--- src/rtl/traffic_light_ctrl_n.sv ---
// rtl/traffic_light_ctrl_n.sv - N-way round-robin traffic-light controller with parade hold
module traffic_light_ctrl_n #(
    parameter int N_WAY      = 4,
    parameter int GREEN_MIN  = 8,
    parameter int GREEN_MAX  = 32,
    parameter int YELLOW_T   = 3,
    parameter int ALLRED_T   = 1,
    parameter int PARADE_WAY = N_WAY - 1,
    parameter int CNT_W      = $clog2(GREEN_MAX + 1)
) (
    input  logic                       i_clk,
    input  logic                       i_rst,
    input  logic [N_WAY-1:0]           i_traff,
    input  logic                       i_mode_p,
    input  logic                       i_mode_r,
    output logic [2*N_WAY-1:0]         o_light,
    output logic [$clog2(N_WAY)-1:0]   o_active_way,
    output logic                       o_parade
);

    localparam int WAY_W = $clog2(N_WAY);

    localparam logic [1:0] LC_GREEN  = 2'd0;
    localparam logic [1:0] LC_YELLOW = 2'd1;
    localparam logic [1:0] LC_RED    = 2'd2;

    // Last cycle index of each timed phase, in timer width
    localparam logic [CNT_W-1:0] CNT_SAT   = '1;
    localparam logic [CNT_W-1:0] GMIN_LAST = CNT_W'(GREEN_MIN - 1);
    localparam logic [CNT_W-1:0] GMAX_LAST = CNT_W'(GREEN_MAX - 1);
    localparam logic [CNT_W-1:0] YEL_LAST  = CNT_W'(YELLOW_T - 1);
    localparam logic [CNT_W-1:0] AR_LAST   = CNT_W'(ALLRED_T - 1);

    localparam logic [WAY_W-1:0] PARADE_IDX = WAY_W'(PARADE_WAY);

    typedef enum logic [1:0] {
        ST_GREEN  = 2'd0,
        ST_YELLOW = 2'd1,
        ST_ALLRED = 2'd2
    } state_t;

    state_t                 state, state_n;
    logic [WAY_W-1:0]       cur, cur_n;
    logic [WAY_W-1:0]       nxt, nxt_n;
    logic [CNT_W-1:0]       cnt, cnt_n;
    logic                   parade, parade_n;
    logic [2*N_WAY-1:0]     light_q;

    logic                   other_req;
    logic [WAY_W-1:0]       search_way;
    logic                   green_exit;
    logic [WAY_W-1:0]       green_target;

    // Light pattern for a given phase and owning way; every other way stays red
    function automatic logic [2*N_WAY-1:0] light_of(input state_t st, input logic [WAY_W-1:0] w);
        logic [2*N_WAY-1:0] l;
        l = {N_WAY{LC_RED}};
        for (int k = 0; k < N_WAY; k++) begin
            if (w == WAY_W'(k)) begin
                case (st)
                    ST_GREEN:  l[2*k +: 2] = LC_GREEN;
                    ST_YELLOW: l[2*k +: 2] = LC_YELLOW;
                    default:   l[2*k +: 2] = LC_RED;
                endcase
            end
        end
        return l;
    endfunction

    // Cyclic search from cur+1; scanning offsets high-to-low lets the nearest requester win
    always_comb begin
        other_req  = 1'b0;
        search_way = cur;
        for (int k = N_WAY - 1; k >= 1; k--) begin
            if (i_traff[(int'(cur) + k) % N_WAY]) begin
                other_req  = 1'b1;
                search_way = WAY_W'((int'(cur) + k) % N_WAY);
            end
        end
    end

    // Green exit decision, only meaningful once the minimum green has elapsed
    always_comb begin
        green_exit   = 1'b0;
        green_target = search_way;
        if (cnt >= GMIN_LAST) begin
            if (parade) begin
                green_exit   = (cur != PARADE_IDX);
                green_target = PARADE_IDX;
            end else begin
                green_exit   = other_req && (!i_traff[cur] || (cnt >= GMAX_LAST));
                green_target = search_way;
            end
        end
    end

    // Next-state logic: phase sequencing, saturating timer, parade flag
    always_comb begin
        state_n  = state;
        cur_n    = cur;
        nxt_n    = nxt;
        cnt_n    = (cnt == CNT_SAT) ? cnt : cnt + 1'b1;
        parade_n = i_mode_r ? 1'b0 : (i_mode_p ? 1'b1 : parade);
        case (state)
            ST_GREEN: begin
                if (green_exit) begin
                    state_n = ST_YELLOW;
                    nxt_n   = green_target;
                    cnt_n   = '0;
                end
            end
            ST_YELLOW: begin
                if (cnt == YEL_LAST) begin
                    state_n = ST_ALLRED;
                    cnt_n   = '0;
                end
            end
            ST_ALLRED: begin
                if (cnt == AR_LAST) begin
                    state_n = ST_GREEN;
                    cur_n   = nxt;
                    cnt_n   = '0;
                end
            end
            default: begin
                state_n = ST_GREEN;
                cnt_n   = '0;
            end
        endcase
    end

    // State registers; light code registered from next state so it always matches state/cur
    always_ff @(posedge i_clk) begin
        if (i_rst) begin
            state   <= ST_GREEN;
            cur     <= '0;
            nxt     <= '0;
            cnt     <= '0;
            parade  <= 1'b0;
            light_q <= light_of(ST_GREEN, '0);
        end else begin
            state   <= state_n;
            cur     <= cur_n;
            nxt     <= nxt_n;
            cnt     <= cnt_n;
            parade  <= parade_n;
            light_q <= light_of(state_n, cur_n);
        end
    end

    assign o_light      = light_q;
    assign o_active_way = cur;
    assign o_parade     = parade;

endmodule
--- config.mk ---
export PLATFORM = sky130hd
export DESIGN_NAME = traffic_light_ctrl_n
export DESIGN_NICKNAME = d
export VERILOG_FILES = /design/src/rtl/traffic_light_ctrl_n.sv
export SDC_FILE = /design/constraint.sdc
export NUM_CORES = 1
export LEC_CHECK = 0
export CAP_MARGIN = 20
export CORE_MARGIN = 1.5
export CORE_UTILIZATION = 50
export DETAILED_ROUTE_END_ITERATION = 10
export PLACE_DENSITY = 0.76
export SLEW_MARGIN = 10
export SYNTH_ARGS = -nofsm -noshare
export SYNTH_HDL_FRONTEND = slang
export SYNTH_SLANG_ARGS = --single-unit
--- constraint.sdc ---
create_clock -name i_clk -period 2.1 [get_ports i_clk]
set_input_delay 0.21 -clock i_clk [delete_from_list [all_inputs] [get_ports i_clk]]
set_output_delay 0.21 -clock i_clk [all_outputs]
set_load 0.005 [all_outputs]
==> results_dict.tcl <==
set metrics [dict create \
    status "finished clean" \
    power_mw 0.706 \
    die_h_um 50.9 \
    dp.cells 183 \
    cts-htree-levels 1 \
    tritoncts "yes" \
    multiInputGateArea_um2 696 \
    syn_to_final_growth_pct 27.2 \
    grt_max_degree 15 \
    cp.required_ns 2.30 \
    route.vias.total 1093 \
    numPortBuffers 18 \
    core_area_um2 2190 \
    gr-usage-met2_pct 36.1 \
    gr-total-overflow 0 \
    wl_per_cell_um 13.5 \
    vias_per_cell 5.84 \
    synthFlopType "dfxtp_1" \
    placementRows 17 \
    die_x_um 50.9 \
    met3_usage_pct 2.63 \
    hpwl_mm 1.91 \
    slew_headroom_pct 63.1 \
    syn-num-nets 144 \
    synth-edff-count 0 \
    diodes 0 \
    cp.arrival_ns 2.23 \
    met1_usage_pct 27.0 \
    yosysSeqAreaShare_pct 36.6 \
    dieArea_um2 2590 \
    power.density_nw_per_um2 483 \
    fin_area_um2 1460 \
    gp_congestion 0.795 \
    layout_common_cells "dfxtp_1 (20), clkdlybuf4s50_1 (18), nor2_1 (13)" \
    drv_cap 0 \
    finalCriticalPeriod_ns 2.03 \
    final_common_cell "dfxtp_1" \
    ys_types 41 \
    clock_path_buffers 2 \
    cts_buffers 3 \
    rsz0062_at_grt "no" \
    worstSkewPairLatency_ns 0.32 \
    antenna_left 0 \
    gr-max-usage-layer "met2" \
    layout.nets 172 \
    antenna_found_initial 0 \
    drtIter0Drc 27 \
    track_usage_pct 21.5 \
    synth_cells 132 \
    grt_first_pass_wirelength_mm 4.24 \
    grt_pass1_vias 993 \
    hold_viol 0 \
    ys_async_sr_fraction_pct 0 \
    firstDrtPassIters 5 \
    drive_above_1_share_pct 15.1 \
    crit_path_end_kind "flop" \
    wl_mm 2.53 \
    avgSynthCellArea_um2 8.70 \
    clk_pin_slew_ns 0.12 \
    finalClockSkew_ns 0.00186 \
    holdWs_ns 0.427 \
    min_period_over_period_pct 96.7 \
    slew_viol_final 0 \
    crit_fanout 6 \
    place_ws_ns -0.187 \
    setup_viol 0 \
    cts_hold_buf 0 \
    nFillCells 193 \
    critPathKind "reg -> reg" \
    min_path_type "in -> reg" \
    p_leak_nw 0.519 \
    fmax_ghz 0.492 \
    cp-start-kind "flop" \
    remaining_drc_errors 0 \
    yosysWarnings 0 \
    syn-cell-area_um2 1150 \
    ir_drop_uv 416 \
    root_buffer "clkbuf_4" \
    final_cells 187 \
    ys_ff_latch 21 \
    boundaryPins 19 \
    fin_ws_ns 0.0690 \
    cts.sinks 21 \
    tightest_slew_ns 0.551 \
    regArea_um2 422 \
    place_area_um2 1420 \
    start_util_pct 52.4 \
]
final timing paths:
path / from / to / slack, ns / cells after the start
worst max register to register: o_active_way[1]$_SDFF_PP0_ / cnt[2]$_SDFF_PP0_ / 0.07 / 5
worst min-delay path: i_mode_r / o_parade$_SDFFE_PP0P_ / 0.43 / 2
worst max-delay path: o_active_way[1]$_SDFF_PP0_ / cnt[2]$_SDFF_PP0_ / 0.07 / 5
worst min register to register: nxt[1]$_SDFFE_PP0P_ / o_active_way[1]$_SDFF_PP0_ / 0.51 / 2
worst max-delay path, cell delays in order (launching register included):
cell       delay (ns)
dfxtp_2          0.38
mux4_2           0.51
and3_1           0.17
or3_4            0.36
a221oi_4         0.40
a2111oi_1        0.10
area by class of cell:
cell class              count  area share, %
clock buffers               3           1.54
clock inverters             1          0.342
inverters                   7           1.80
multi-input cells          99           47.6
flip-flops and latches     21           28.9
well taps                  28           2.40
repair buffers             28           17.5
power by group:
part / switching [mW] / internal [mW]
sequential: 0.00865 / 0.405
combinational: 0.0425 / 0.0458
clock: 0.132 / 0.0714
sequential cells by signal, summed over array words and instances, names as in the netlist:
signal	cells
o_active_way	2
state	2
o_parade	1
nxt	2
cnt	6
o_light	8
per-layer routing:
layer  vias up  routed length, um
li1        546                  -
met1       517               1170
met3         5                 83
met5         -                  0
met4         0                 52
met2        25               1230
timing repair:
item | in CTS | in global routing
endpoints found under the setup margin | 0 | 5
gates resized for setup | 0 | 5
buffers inserted | 0 | 0
cells by family (layout without fill, tap and decap cells):
family | count (synthesis) | count (layout) | share of synthesized area, %
AO/OA/AOI/OAI | 31 | 31 | 20.5
XOR/XNOR | 2 | 2 | 1.53
adder cells (fa/ha/maj) | 4 | 4 | 4.36
buffers and inverters | 12 | 39 | 3.92
flip-flops | 21 | 21 | 36.6
multiplexers | 4 | 4 | 4.79
AND/OR/NAND/NOR | 58 | 58 | 28.3
cell usage after synthesis, types with 2 or more instances:
cell type / instances / area (um^2)
nand4_1: 2 / 12.5
nor3_1: 9 / 45.0
dfxtp_1: 21 / 420
nand3_1: 4 / 20.0
o21bai_1: 2 / 15.0
a2111oi_0: 2 / 17.5
nand2_1: 10 / 37.5
o21ai_0: 4 / 20.0
clkbuf_1: 5 / 18.8
inv_1: 7 / 26.3
a31oi_1: 2 / 12.5
nor3b_1: 4 / 30.0
nor2_1: 13 / 48.8
nor2b_1: 3 / 18.8
and2_1: 2 / 12.5
a211oi_1: 7 / 52.6
ha_1: 4 / 50.1
o31ai_1: 2 / 15.0
mux2_2: 2 / 22.5
nor4_1: 2 / 12.5
a21oi_1: 5 / 25.0
metrics by stage:
step | util (%) | TNS [ns]
6_report | 66.7 | 0
2_1_floorplan | - | 0
5_1_grt | 66.7 | 0
4_1_cts | 66.1 | 0
3_5_place_dp | 64.8 | -1.35
3_3_place_gp | 64.8 | -0.993
(Power assumes the default switching activity.)
